===== src/rtl/rv_execute_stage_if.sv =====
// Execute-stage bus: ID/EX inputs, forwarding sources and EX results.
// slave = the execute stage, master = whoever drives decode/forwarding.
interface rv_execute_stage_if #(
  parameter int XLEN = 32
);
  logic            load, flush;
  logic [XLEN-1:0] pc_in, rs1_in, rs2_in, imm_in, tgtaddr_in;
  logic [4:0]      rs1_addr_in, rs2_addr_in, rd_addr_in;
  logic [6:0]      opcode_in;
  logic [2:0]      funct3_in;
  logic            funct7b5_in, load_regfile_in, br_predict_in;
  logic [1:0]      forward_a, forward_b;
  logic [XLEN-1:0] wb_data, mem_alu, mem_rdata;

  logic [XLEN-1:0] pc_out, alu_out, rs2_out, pc_next, pc_plus4_out;
  logic [4:0]      rs1_addr_out, rs2_addr_out, rd_addr_out;
  logic [6:0]      opcode_out;
  logic [2:0]      funct3_out;
  logic            load_regfile_out, mem_read_out, mem_write_out;
  logic            br_en, jump_en, mispredict;
  logic [9:0]      perf_mispredicts, perf_branches;

  modport slave (
    input  load, flush, pc_in, rs1_in, rs2_in, imm_in, tgtaddr_in,
           rs1_addr_in, rs2_addr_in, rd_addr_in, opcode_in, funct3_in,
           funct7b5_in, load_regfile_in, br_predict_in,
           forward_a, forward_b, wb_data, mem_alu, mem_rdata,
    output pc_out, alu_out, rs2_out, pc_next, pc_plus4_out,
           rs1_addr_out, rs2_addr_out, rd_addr_out, opcode_out, funct3_out,
           load_regfile_out, mem_read_out, mem_write_out,
           br_en, jump_en, mispredict, perf_mispredicts, perf_branches
  );

  modport master (
    output load, flush, pc_in, rs1_in, rs2_in, imm_in, tgtaddr_in,
           rs1_addr_in, rs2_addr_in, rd_addr_in, opcode_in, funct3_in,
           funct7b5_in, load_regfile_in, br_predict_in,
           forward_a, forward_b, wb_data, mem_alu, mem_rdata,
    input  pc_out, alu_out, rs2_out, pc_next, pc_plus4_out,
           rs1_addr_out, rs2_addr_out, rd_addr_out, opcode_out, funct3_out,
           load_regfile_out, mem_read_out, mem_write_out,
           br_en, jump_en, mispredict, perf_mispredicts, perf_branches
  );
endinterface


===== src/rtl/rv_execute_stage.sv =====
// RV32I execute stage: ID/EX register, forwarding muxes, ALU, branch resolution.
// Define EX_PERF_CNT_EN to add 10-bit mispredict/branch event counters.
module rv_execute_stage #(
  parameter int XLEN = 32
) (
  input logic               clk,
  input logic               rst_n,
  rv_execute_stage_if.slave ex
);
  localparam logic [6:0] OPC_OP     = 7'b0110011;
  localparam logic [6:0] OPC_OPIMM  = 7'b0010011;
  localparam logic [6:0] OPC_LOAD   = 7'b0000011;
  localparam logic [6:0] OPC_STORE  = 7'b0100011;
  localparam logic [6:0] OPC_BRANCH = 7'b1100011;
  localparam logic [6:0] OPC_JAL    = 7'b1101111;
  localparam logic [6:0] OPC_JALR   = 7'b1100111;
  localparam logic [6:0] OPC_LUI    = 7'b0110111;
  localparam logic [6:0] OPC_AUIPC  = 7'b0010111;

  typedef struct packed {
    logic [XLEN-1:0] pc, pc4, rs1, rs2, imm, tgt;
    logic [4:0]      rs1_addr, rs2_addr, rd_addr;
    logic [6:0]      opcode;
    logic [2:0]      funct3;
    logic            f7b5, load_regfile, br_predict, mem_read, mem_write;
  } idex_t;

  idex_t d, q;

  always_comb begin
    d              = '0;
    d.pc           = ex.pc_in;
    d.pc4          = ex.pc_in + XLEN'(4);
    d.rs1          = ex.rs1_in;
    d.rs2          = ex.rs2_in;
    d.imm          = ex.imm_in;
    d.tgt          = ex.tgtaddr_in;
    d.rs1_addr     = ex.rs1_addr_in;
    d.rs2_addr     = ex.rs2_addr_in;
    d.rd_addr      = ex.rd_addr_in;
    d.opcode       = ex.opcode_in;
    d.funct3       = ex.funct3_in;
    d.f7b5         = ex.funct7b5_in;
    d.load_regfile = ex.load_regfile_in;
    d.br_predict   = ex.br_predict_in;
    d.mem_read     = (ex.opcode_in == OPC_LOAD);
    d.mem_write    = (ex.opcode_in == OPC_STORE);
  end

  // All-zero is the bubble encoding (opcode 0, no writes, no memory op).
  always_ff @(posedge clk or negedge rst_n) begin
    if (!rst_n)       q <= '0;
    else if (ex.load) q <= ex.flush ? '0 : d;
  end

  assign ex.pc_out           = q.pc;
  assign ex.pc_plus4_out     = q.pc4;
  assign ex.rs1_addr_out     = q.rs1_addr;
  assign ex.rs2_addr_out     = q.rs2_addr;
  assign ex.rd_addr_out      = q.rd_addr;
  assign ex.opcode_out       = q.opcode;
  assign ex.funct3_out       = q.funct3;
  assign ex.load_regfile_out = q.load_regfile;
  assign ex.mem_read_out     = q.mem_read;
  assign ex.mem_write_out    = q.mem_write;

  logic [XLEN-1:0] fa, fb;

  // x0 reads as zero even if a stale forward select points elsewhere.
  always_comb begin
    fa = '0;
    fb = '0;
    case (ex.forward_a)
      2'd0:    fa = q.rs1;
      2'd1:    fa = ex.wb_data;
      2'd2:    fa = ex.mem_alu;
      default: fa = ex.mem_rdata;
    endcase
    case (ex.forward_b)
      2'd0:    fb = q.rs2;
      2'd1:    fb = ex.wb_data;
      2'd2:    fb = ex.mem_alu;
      default: fb = ex.mem_rdata;
    endcase
    if (q.rs1_addr == 5'd0) fa = '0;
    if (q.rs2_addr == 5'd0) fb = '0;
  end

  logic            is_op;
  logic [XLEN-1:0] opb, alu_res, addr_sum, pc_imm;
  logic [4:0]      shamt;

  assign is_op    = (q.opcode == OPC_OP);
  assign opb      = is_op ? fb : q.imm;
  assign shamt    = opb[4:0];
  assign addr_sum = fa + q.imm;
  assign pc_imm   = q.pc + q.imm;

  always_comb begin
    alu_res = '0;
    case (q.funct3)
      3'b000:  alu_res = (is_op && q.f7b5) ? fa - opb : fa + opb;
      3'b001:  alu_res = fa << shamt;
      3'b010:  alu_res = {{(XLEN-1){1'b0}}, $signed(fa) < $signed(opb)};
      3'b011:  alu_res = {{(XLEN-1){1'b0}}, fa < opb};
      3'b100:  alu_res = fa ^ opb;
      3'b101:  alu_res = q.f7b5 ? $unsigned($signed(fa) >>> shamt) : fa >> shamt;
      3'b110:  alu_res = fa | opb;
      default: alu_res = fa & opb;
    endcase
  end

  always_comb begin
    ex.alu_out = '0;
    case (q.opcode)
      OPC_OP, OPC_OPIMM:   ex.alu_out = alu_res;
      OPC_LOAD, OPC_STORE: ex.alu_out = addr_sum;
      OPC_LUI:             ex.alu_out = q.imm;
      OPC_AUIPC:           ex.alu_out = pc_imm;
      OPC_JAL, OPC_JALR:   ex.alu_out = q.pc4;
      default:             ex.alu_out = '0;
    endcase
  end

  assign ex.rs2_out = fb;

  logic cond, taken;

  always_comb begin
    cond = 1'b0;
    case (q.funct3)
      3'b000:  cond = (fa == fb);
      3'b001:  cond = (fa != fb);
      3'b100:  cond = ($signed(fa) < $signed(fb));
      3'b101:  cond = !($signed(fa) < $signed(fb));
      3'b110:  cond = (fa < fb);
      3'b111:  cond = !(fa < fb);
      default: cond = 1'b0;
    endcase
  end

  assign ex.br_en   = (q.opcode == OPC_BRANCH) && cond;
  assign ex.jump_en = (q.opcode == OPC_JAL) || (q.opcode == OPC_JALR);
  assign taken      = ex.br_en || ex.jump_en;

  always_comb begin
    ex.pc_next = q.pc + XLEN'(4);
    if (q.opcode == OPC_JALR)
      ex.pc_next = {addr_sum[XLEN-1:1], 1'b0};
    else if (ex.br_en || q.opcode == OPC_JAL)
      ex.pc_next = pc_imm;
  end

  // A correctly predicted direction still mispredicts if the target was wrong.
  assign ex.mispredict = (taken != q.br_predict) ||
                         (taken && q.br_predict && (q.tgt != ex.pc_next));

`ifdef EX_PERF_CNT_EN
  logic [9:0] n_misp, n_br;

  always_ff @(posedge clk or negedge rst_n) begin
    if (!rst_n) begin
      n_misp <= '0;
      n_br   <= '0;
    end else if (ex.load) begin
      if (ex.mispredict) n_misp <= n_misp + 10'd1;
      if (ex.br_en)      n_br   <= n_br + 10'd1;
    end
  end

  assign ex.perf_mispredicts = n_misp;
  assign ex.perf_branches    = n_br;
`else
  assign ex.perf_mispredicts = '0;
  assign ex.perf_branches    = '0;
`endif

endmodule


===== src/flat_wrapper.sv =====
// flat-port wrapper written by rule: the top's interface ports become plain ports
module rv_execute_stage_flat 
#(
  parameter int XLEN = 32
)
  (clk, rst_n, ex_load, ex_flush, ex_pc_in, ex_rs1_in, ex_rs2_in, ex_imm_in, ex_tgtaddr_in, ex_rs1_addr_in, ex_rs2_addr_in, ex_rd_addr_in, ex_opcode_in, ex_funct3_in, ex_funct7b5_in, ex_load_regfile_in, ex_br_predict_in, ex_forward_a, ex_forward_b, ex_wb_data, ex_mem_alu, ex_mem_rdata, ex_pc_out, ex_alu_out, ex_rs2_out, ex_pc_next, ex_pc_plus4_out, ex_rs1_addr_out, ex_rs2_addr_out, ex_rd_addr_out, ex_opcode_out, ex_funct3_out, ex_load_regfile_out, ex_mem_read_out, ex_mem_write_out, ex_br_en, ex_jump_en, ex_mispredict, ex_perf_mispredicts, ex_perf_branches);
  rv_execute_stage_if #(.XLEN(XLEN)) ex_i ();
  input logic clk;
  input logic rst_n;
  input wire logic [$bits(ex_i.load)-1:0] ex_load;
  input wire logic [$bits(ex_i.flush)-1:0] ex_flush;
  input wire logic [$bits(ex_i.pc_in)-1:0] ex_pc_in;
  input wire logic [$bits(ex_i.rs1_in)-1:0] ex_rs1_in;
  input wire logic [$bits(ex_i.rs2_in)-1:0] ex_rs2_in;
  input wire logic [$bits(ex_i.imm_in)-1:0] ex_imm_in;
  input wire logic [$bits(ex_i.tgtaddr_in)-1:0] ex_tgtaddr_in;
  input wire logic [$bits(ex_i.rs1_addr_in)-1:0] ex_rs1_addr_in;
  input wire logic [$bits(ex_i.rs2_addr_in)-1:0] ex_rs2_addr_in;
  input wire logic [$bits(ex_i.rd_addr_in)-1:0] ex_rd_addr_in;
  input wire logic [$bits(ex_i.opcode_in)-1:0] ex_opcode_in;
  input wire logic [$bits(ex_i.funct3_in)-1:0] ex_funct3_in;
  input wire logic [$bits(ex_i.funct7b5_in)-1:0] ex_funct7b5_in;
  input wire logic [$bits(ex_i.load_regfile_in)-1:0] ex_load_regfile_in;
  input wire logic [$bits(ex_i.br_predict_in)-1:0] ex_br_predict_in;
  input wire logic [$bits(ex_i.forward_a)-1:0] ex_forward_a;
  input wire logic [$bits(ex_i.forward_b)-1:0] ex_forward_b;
  input wire logic [$bits(ex_i.wb_data)-1:0] ex_wb_data;
  input wire logic [$bits(ex_i.mem_alu)-1:0] ex_mem_alu;
  input wire logic [$bits(ex_i.mem_rdata)-1:0] ex_mem_rdata;
  output wire logic [$bits(ex_i.pc_out)-1:0] ex_pc_out;
  output wire logic [$bits(ex_i.alu_out)-1:0] ex_alu_out;
  output wire logic [$bits(ex_i.rs2_out)-1:0] ex_rs2_out;
  output wire logic [$bits(ex_i.pc_next)-1:0] ex_pc_next;
  output wire logic [$bits(ex_i.pc_plus4_out)-1:0] ex_pc_plus4_out;
  output wire logic [$bits(ex_i.rs1_addr_out)-1:0] ex_rs1_addr_out;
  output wire logic [$bits(ex_i.rs2_addr_out)-1:0] ex_rs2_addr_out;
  output wire logic [$bits(ex_i.rd_addr_out)-1:0] ex_rd_addr_out;
  output wire logic [$bits(ex_i.opcode_out)-1:0] ex_opcode_out;
  output wire logic [$bits(ex_i.funct3_out)-1:0] ex_funct3_out;
  output wire logic [$bits(ex_i.load_regfile_out)-1:0] ex_load_regfile_out;
  output wire logic [$bits(ex_i.mem_read_out)-1:0] ex_mem_read_out;
  output wire logic [$bits(ex_i.mem_write_out)-1:0] ex_mem_write_out;
  output wire logic [$bits(ex_i.br_en)-1:0] ex_br_en;
  output wire logic [$bits(ex_i.jump_en)-1:0] ex_jump_en;
  output wire logic [$bits(ex_i.mispredict)-1:0] ex_mispredict;
  output wire logic [$bits(ex_i.perf_mispredicts)-1:0] ex_perf_mispredicts;
  output wire logic [$bits(ex_i.perf_branches)-1:0] ex_perf_branches;
  assign ex_i.load = ex_load;
  assign ex_i.flush = ex_flush;
  assign ex_i.pc_in = ex_pc_in;
  assign ex_i.rs1_in = ex_rs1_in;
  assign ex_i.rs2_in = ex_rs2_in;
  assign ex_i.imm_in = ex_imm_in;
  assign ex_i.tgtaddr_in = ex_tgtaddr_in;
  assign ex_i.rs1_addr_in = ex_rs1_addr_in;
  assign ex_i.rs2_addr_in = ex_rs2_addr_in;
  assign ex_i.rd_addr_in = ex_rd_addr_in;
  assign ex_i.opcode_in = ex_opcode_in;
  assign ex_i.funct3_in = ex_funct3_in;
  assign ex_i.funct7b5_in = ex_funct7b5_in;
  assign ex_i.load_regfile_in = ex_load_regfile_in;
  assign ex_i.br_predict_in = ex_br_predict_in;
  assign ex_i.forward_a = ex_forward_a;
  assign ex_i.forward_b = ex_forward_b;
  assign ex_i.wb_data = ex_wb_data;
  assign ex_i.mem_alu = ex_mem_alu;
  assign ex_i.mem_rdata = ex_mem_rdata;
  assign ex_pc_out = ex_i.pc_out;
  assign ex_alu_out = ex_i.alu_out;
  assign ex_rs2_out = ex_i.rs2_out;
  assign ex_pc_next = ex_i.pc_next;
  assign ex_pc_plus4_out = ex_i.pc_plus4_out;
  assign ex_rs1_addr_out = ex_i.rs1_addr_out;
  assign ex_rs2_addr_out = ex_i.rs2_addr_out;
  assign ex_rd_addr_out = ex_i.rd_addr_out;
  assign ex_opcode_out = ex_i.opcode_out;
  assign ex_funct3_out = ex_i.funct3_out;
  assign ex_load_regfile_out = ex_i.load_regfile_out;
  assign ex_mem_read_out = ex_i.mem_read_out;
  assign ex_mem_write_out = ex_i.mem_write_out;
  assign ex_br_en = ex_i.br_en;
  assign ex_jump_en = ex_i.jump_en;
  assign ex_mispredict = ex_i.mispredict;
  assign ex_perf_mispredicts = ex_i.perf_mispredicts;
  assign ex_perf_branches = ex_i.perf_branches;
  rv_execute_stage #(.XLEN(XLEN)) u_core (.clk(clk), .rst_n(rst_n), .ex(ex_i));
endmodule

===== config.mk =====
export PLATFORM = sky130hd
export DESIGN_NAME = rv_execute_stage_flat
export DESIGN_NICKNAME = d
export VERILOG_FILES = /design/src/rtl/rv_execute_stage_if.sv /design/src/rtl/rv_execute_stage.sv /design/src/flat_wrapper.sv
export SDC_FILE = /design/constraint.sdc
export NUM_CORES = 2
export LEC_CHECK = 0
export CAP_MARGIN = 20
export CORE_ASPECT_RATIO = 0.75
export CORE_UTILIZATION = 40
export CTS_BUF_LIST = sky130_fd_sc_hd__clkbuf_4
export CTS_CLUSTER_SIZE = 40
export DETAILED_ROUTE_END_ITERATION = 8
export SYNTH_ARGS = -nofsm -noshare
export SYNTH_HDL_FRONTEND = slang
export SYNTH_SLANG_ARGS = --single-unit
export TNS_END_PERCENT = 10

===== constraint.sdc =====
create_clock -name clk -period 9.6 [get_ports clk]
set_input_delay 1.44 -clock clk [delete_from_list [all_inputs] [get_ports clk]]
set_output_delay 1.44 -clock clk [all_outputs]
set_load 0.05 [all_outputs]

# After elaboration in Yosys (flattened, before gate mapping)
# Index checks and enable logic that the tools add are counted.
dict set report totals {
  regBits 222
  inputBits 292
  elab_cells 89
}
dict set report op_classes {
  add_sub_neg 6
  n_lt_le_gt_ge 4
  n_eq_ne 26
  n_shift 3
  mux 13
  bitwise 3
  n_reduce_logical 18
}
# cell count
set ops {}
lappend ops {{32-bit two-way mux} 7}
lappend ops {{32-bit one-hot mux with 7 select lines} 1}
lappend ops {{222-bit two-way mux} 1}
lappend ops {{32-bit one-hot mux with 3 select lines} 2}
lappend ops {{32-bit one-hot mux with 5 select lines} 1}
lappend ops {{32-bit < comparator} 4}
lappend ops {{32-bit adder} 3}
lappend ops {{32-bit by 3-bit adder with 32-bit output, second input constant} 2}
lappend ops {{32-bit inequality test} 2}
lappend ops {{32-bit bitwise AND} 1}
lappend ops {{32-bit == test} 1}
lappend ops {{32-bit OR} 1}
lappend ops {{32-bit by 5-bit left shift with 32-bit output} 1}
lappend ops {{32-bit by 5-bit right shift with 32-bit output} 1}
lappend ops {{32-bit by 5-bit >>> shifter with 32-bit output} 1}
lappend ops {{32-bit subtractor} 1}
lappend ops {{32-bit XOR} 1}
lappend ops {{7-bit by 6-bit == test with 1-bit output, second input constant} 4}
lappend ops {{7-bit == test, second input constant} 3}
lappend ops {{7-bit by 2-bit == test with 1-bit output, second input constant} 2}
lappend ops {{7-bit by 5-bit == test with 1-bit output, second input constant} 2}
lappend ops {{3-bit == test, second input constant} 4}
lappend ops {{5-bit logical NOT} 2}
lappend ops {{3-bit by 2-bit == test with 1-bit output, second input constant} 2}
lappend ops {{other kinds (11)} 23}

# Logic depth before layout (Yosys ltp)
dict set report logic_depth {
  depth_word 13
  depth_mapped 25
  depth_no_buf 21
}

# Worst setup path before layout
# No wires, ideal clock.
dict set report synth_path {
  path_type {input -> output}
  startpoint {input port ex_forward_a[0]}
  endpoint {output port ex_mispredict}
  arrival_ns 8.521
  required_time_ns 8.160
  path_slack_ns -0.361
  cell_stages 22
  cell_sequence {buf_1 > clkbuf_1 > buf_1 > clkbuf_1 > mux2i_1 > nand2_1 > o211a_1 > ha_1 > nand4_1 > or4_1 > a21o_1 > a31o_1 > a211o_1 > a211o_1 > nand2_1 > inv_2 > a221oi_1 > xnor2_1 > a2111oi_0 > nand4b_1 > nor4b_1 > a31oi_1}
}
dict set report synth_between {
  elab_chain_len 13
  word_cells_on_any_way 23
  classes_between {add/sub (1); order compare (2); eq/ne (6); mux (5); reduce/logical (9)}
}
# item line
set synth_rtl {}
lappend synth_rtl {{start, declared} flat_wrapper.sv:25} ;# input wire logic [$bits(ex_i.forward_a)-1:0] ex_forward_a;
lappend synth_rtl {{2-bit == test (tied with other cells)} rv_execute_stage.sv:73} ;# case (ex.forward_a)
lappend synth_rtl {{32-bit one-hot mux with 3 select lines *} rv_execute_stage.sv:73}
lappend synth_rtl {{32-bit two-way mux *} rv_execute_stage.sv:85} ;# if (q.rs1_addr == 5'd0) fa = '0;
lappend synth_rtl {{32-bit < comparator, on equally long branches} -}
lappend synth_rtl {{1-bit logical NOT, on equally long branches} {rv_execute_stage.sv:137, rv_execute_stage.sv:135}}
lappend synth_rtl {{1-bit one-hot mux with 6 select lines *} rv_execute_stage.sv:131} ;# case (q.funct3)
lappend synth_rtl {{1-bit logical AND *} rv_execute_stage.sv:142} ;# assign ex.br_en = (q.opcode == OPC_BRANCH) && cond;
lappend synth_rtl {{named net ex_br_en} flat_wrapper.sv:43} ;# output wire logic [$bits(ex_i.br_en)-1:0] ex_br_en;
lappend synth_rtl {{1-bit logical OR *} rv_execute_stage.sv:150} ;# else if (ex.br_en || q.opcode == OPC_JAL)
lappend synth_rtl {{32-bit two-way mux *} rv_execute_stage.sv:150}
lappend synth_rtl {{32-bit two-way mux *} rv_execute_stage.sv:148} ;# if (q.opcode == OPC_JALR)
lappend synth_rtl {{named net ex_pc_next[10]} flat_wrapper.sv:33} ;# output wire logic [$bits(ex_i.pc_next)-1:0] ex_pc_next;
lappend synth_rtl {{32-bit inequality test *} rv_execute_stage.sv:156} ;# (taken && q.br_predict && (q.tgt != ex.pc_next));
lappend synth_rtl {{1-bit logical AND *} rv_execute_stage.sv:156}
lappend synth_rtl {{1-bit logical OR *} rv_execute_stage.sv:155} ;# assign ex.mispredict = (taken != q.br_predict) ||
lappend synth_rtl {{end, declared} flat_wrapper.sv:45} ;# output wire logic [$bits(ex_i.mispredict)-1:0] ex_mispredict;
# The timed path passes the listed nets; every way through them passes the cells marked *.

# Worst setup path after layout
dict set report layout_path {
  startpoint {input port ex_mem_rdata[29]}
  endpoint {output port ex_mispredict}
}
dict set report layout_between {
  elab_chain_len 12
  word_cells_on_any_way 22
  classes_between {add/sub (1); order compare (2); eq/ne (4); mux (7); reduce/logical (8)}
}
# item line
set layout_rtl {}
lappend layout_rtl {{start, declared} flat_wrapper.sv:29} ;# input wire logic [$bits(ex_i.mem_rdata)-1:0] ex_mem_rdata;
lappend layout_rtl {{32-bit one-hot mux with 3 select lines, on equally long branches} {rv_execute_stage.sv:73, rv_execute_stage.sv:79}}
lappend layout_rtl {{32-bit two-way mux, on equally long branches} {rv_execute_stage.sv:85, rv_execute_stage.sv:86}}
lappend layout_rtl {{32-bit < comparator, on equally long branches} -}
lappend layout_rtl {{1-bit logical NOT, on equally long branches} {rv_execute_stage.sv:137, rv_execute_stage.sv:135}}
lappend layout_rtl {{1-bit one-hot mux with 6 select lines} rv_execute_stage.sv:131}
lappend layout_rtl {{1-bit logical AND} rv_execute_stage.sv:142}
lappend layout_rtl {{1-bit logical OR} rv_execute_stage.sv:150}
lappend layout_rtl {{32-bit two-way mux} rv_execute_stage.sv:150}
lappend layout_rtl {{32-bit two-way mux} rv_execute_stage.sv:148}
lappend layout_rtl {{32-bit inequality test} rv_execute_stage.sv:156}
lappend layout_rtl {{1-bit logical AND} rv_execute_stage.sv:156}
lappend layout_rtl {{1-bit logical OR *} rv_execute_stage.sv:155}
# Mark *: on every way between the ends. The rest lies on a longest branch, timed or not.

==> run metrics <==
run status complete, no violations; post-synthesis sequential area ratio 19.7%; post_cts resized 1; Hold WC Path Type register to register; Post-Place Cell Area 0.0335 sq mm; H-tree levels 3; max-cap violations 0; GRT overflow 0; top-area cell type share of the netlist area 19.7%; # nets final 4598; cell row count 83; P_leak 14.8 nW; Die H 231 microns; CTS tree built; skew final 0 ns; DRC violations left 0; CORE AREA 0.0687 sq mm; Starting Density about two fifths; CTS root buffer clkbuf_4; flop2flop setup slack about 8 ns; vias in the first global route around 29000; Syn Inst Count between 3000 and 4000; final setup fails 0; global routing's busiest layer met1; Slew headroom 23.8%; top cells by instance count after synthesis 403 x o21ai_0, 352 x inv_1, 310 x nand2_1; Total Power 4.86 mW; Ports 503; PD cells 141 mW/mm^2; Data arrival, critical path 7.90 ns; post-DP HPWL between 100000 and 150000 microns; first-pass GRT wire length 211000 microns; worst-margin pin slew 1.14 ns; Synth warnings 0; clk sinks 220; TritonCTS Buffers 66; Post-synth top flop dfrtp_1; Async SR Flop Fraction 100%; Hold Fails Final Rpt 0; synthesized flop and latch total 220; Final Cycle Share between 90% and 100%; mean routed wirelength per cell a little under 30 microns; Cell Area, Synth about 0.028 sq mm; Final Routed Wirelength 149000 microns; total number of vias 31724; dpl cells 4975; Worst Path Class, Setup primary input to output pin; Crit Path Max Fanout 12; Via density 6.23; f_max 107 MHz; port buffer count 482; crit path capture type output pin; Routability Congestion 1.05; Layout Area Growth over Synthesis 23.1%; post-route setup TNS 0 ns; area leader, netlist dfrtp_1; met3 Usage GRT between 10% and 20%; drt pass-1 iters 8; Global Route met2 Usage 55.0%; Final ANT Viol Nets 0; most frequent cell after synthesis o21ai_0; Final Util between 50% and 60%; grt met1 use 59.8%; CP startpoint kind primary input; Fill cells 6936; CP required 8.16 ns; VDD IR max 0.0000977 V; clock transition at the registers of the reported paths ~0.06 ns; deepest clock path buffer count 3; Post-Layout Cell Count 5092; DR iter-0 viols 4156; post-synth cell types 82; Slew Limit Fails 0; all-layer global routing usage around two fifths; DIE AREA around 0.071 sq mm; synth top area cells dfrtp_1 20%, ha_1 8.7%, o21ai_0 7.2%; CTS Hold Bufs 0; Mean Syn Cell Area 7.43 sq um; EDFF count, synth 0; fin crit period a little over 9 ns; RSZ-0062 raised after global routing false; post-CTS setup buffer count 0; largest net degree at the start of global routing roughly 220; initial antenna violation count 13; Die X-Extent about 300 microns; Worst-Skew Late Latency a little under 0.9 ns; post-route design area about 0.034 sq mm; share of cells above drive strength 1 a little under a tenth
==> state kept, by name (all words and copies together) (netlist names), 3 cells and up <==
signal	cells
u_core.ex.pc_plus4_out	32
u_core.ex.opcode_out	7
u_core.ex.pc_out	30
u_core.ex.rs2_addr_out	5
u_core.ex.rd_addr_out	5
u_core.q	130
u_core.ex.funct3_out	3
u_core.ex.rs1_addr_out	5
==> routing by layer <==
| metal | part of all wire [%] | vias to the layer above |
|---|---|---|
| li1 | - | 14130 |
| met5 | 0.050 | - |
| met1 | 44 | 15321 |
| met3 | 13 | 274 |
| met4 | 3.6 | 12 |
| met2 | 39 | 1987 |
==> final cells by class <==
type,count,area (sq um),share of cell area (%)
clock buffer,88,661,1.92
inverter,359,1350,3.91
sequential,220,5510,16.0
timing repair buffer,613,6000,17.4
multi-input combinational,2848,19600,56.8
clock inverter,20,169,0.491
tap,935,1170,3.40
antenna,9,22.5,0.0654
==> critical path, cell delays in order <==
cell,delay [ns]
clkdlybuf4s50_1,0.43
mux4_2,0.48
and2_1,0.43
ha_1,0.44
nand4_1,0.19
or4_1,0.59
nor3_1,0.30
mux2i_1,0.22
nand2_1,0.12
a211o_1,0.35
buf_4,0.22
or3_1,0.38
and4_1,0.20
or4b_1,0.56
nor4_4,0.40
buf_4,0.18
o2111ai_1,0.10
nor4b_1,0.39
buf_4,0.17
a31oi_1,0.08
buf_4,0.21
==> cell families after synthesis <==
family,after synthesis,synth area share [%]
AO/OA/AOI/OAI,1175,26.7
XOR/XNOR,142,4.45
adder cells (fa/ha/maj),198,8.97
buffers and inverters,713,11.0
flip-flops,220,19.7
multiplexers,174,8.65
other,1,0.0134
AND/OR/NAND/NOR,1139,20.5
==> stage by stage <==
stage               setup WS, ns  hold WS, ns
floorplan                 0.0453        0.497
global placement          -0.120        0.516
detailed placement       -0.0969        0.520
CTS                       0.0634        0.531
global route              0.0416        0.557
finish                     0.257        0.527
==> where the power goes <==
| part | leakage, nW | total (mW) | switching [mW] | internal (mW) |
|---|---|---|---|---|
| combinational | 11.4 | 2.74 | 1.79 | 0.952 |
| sequential | 2.86 | 1.11 | 0.112 | 0.999 |
| clock | 0.492 | 1.01 | 0.501 | 0.506 |
| total | 14.8 | 4.86 | 2.41 | 2.46 |
==> cell usage in the layout (no fill, tap or decap), types with 33 or more instances in the layout <==
cell type,synthesis,routed
xor2_1,42,42
a211oi_1,34,33
clkbuf_4,0,90
nand3b_1,194,194
o211ai_1,63,63
a21o_1,74,74
nor3_1,76,73
mux4_2,52,52
inv_1,352,352
xnor2_1,100,100
o21ai_0,403,403
buf_4,109,142
ha_1,194,194
o22ai_1,48,48
nand2_1,310,310
nor2_1,287,285
nand3_1,84,81
dfrtp_1,220,220
a21oi_1,242,240
clkdlybuf4s50_1,0,443
mux2i_1,101,100
==> final timing paths <==
path | from | to | cells past startpoint
worst max-delay path | ex_mem_rdata[29] | ex_mispredict | 21
worst min-delay path | u_core.ex.rd_addr_out[1] | u_core.ex.rd_addr_out[1] | 2
worst max register to register | u_core.ex.opcode_out[3] | u_core.ex.opcode_out[3] | 3
worst min register to register | u_core.ex.rd_addr_out[1] | u_core.ex.rd_addr_out[1] | 2
max in group asynchronous | rst_n | u_core.q[152] | 2
min in group asynchronous | rst_n | u_core.ex.pc_out[31] | 1
Note: power is estimated with default switching activity, not from simulation.
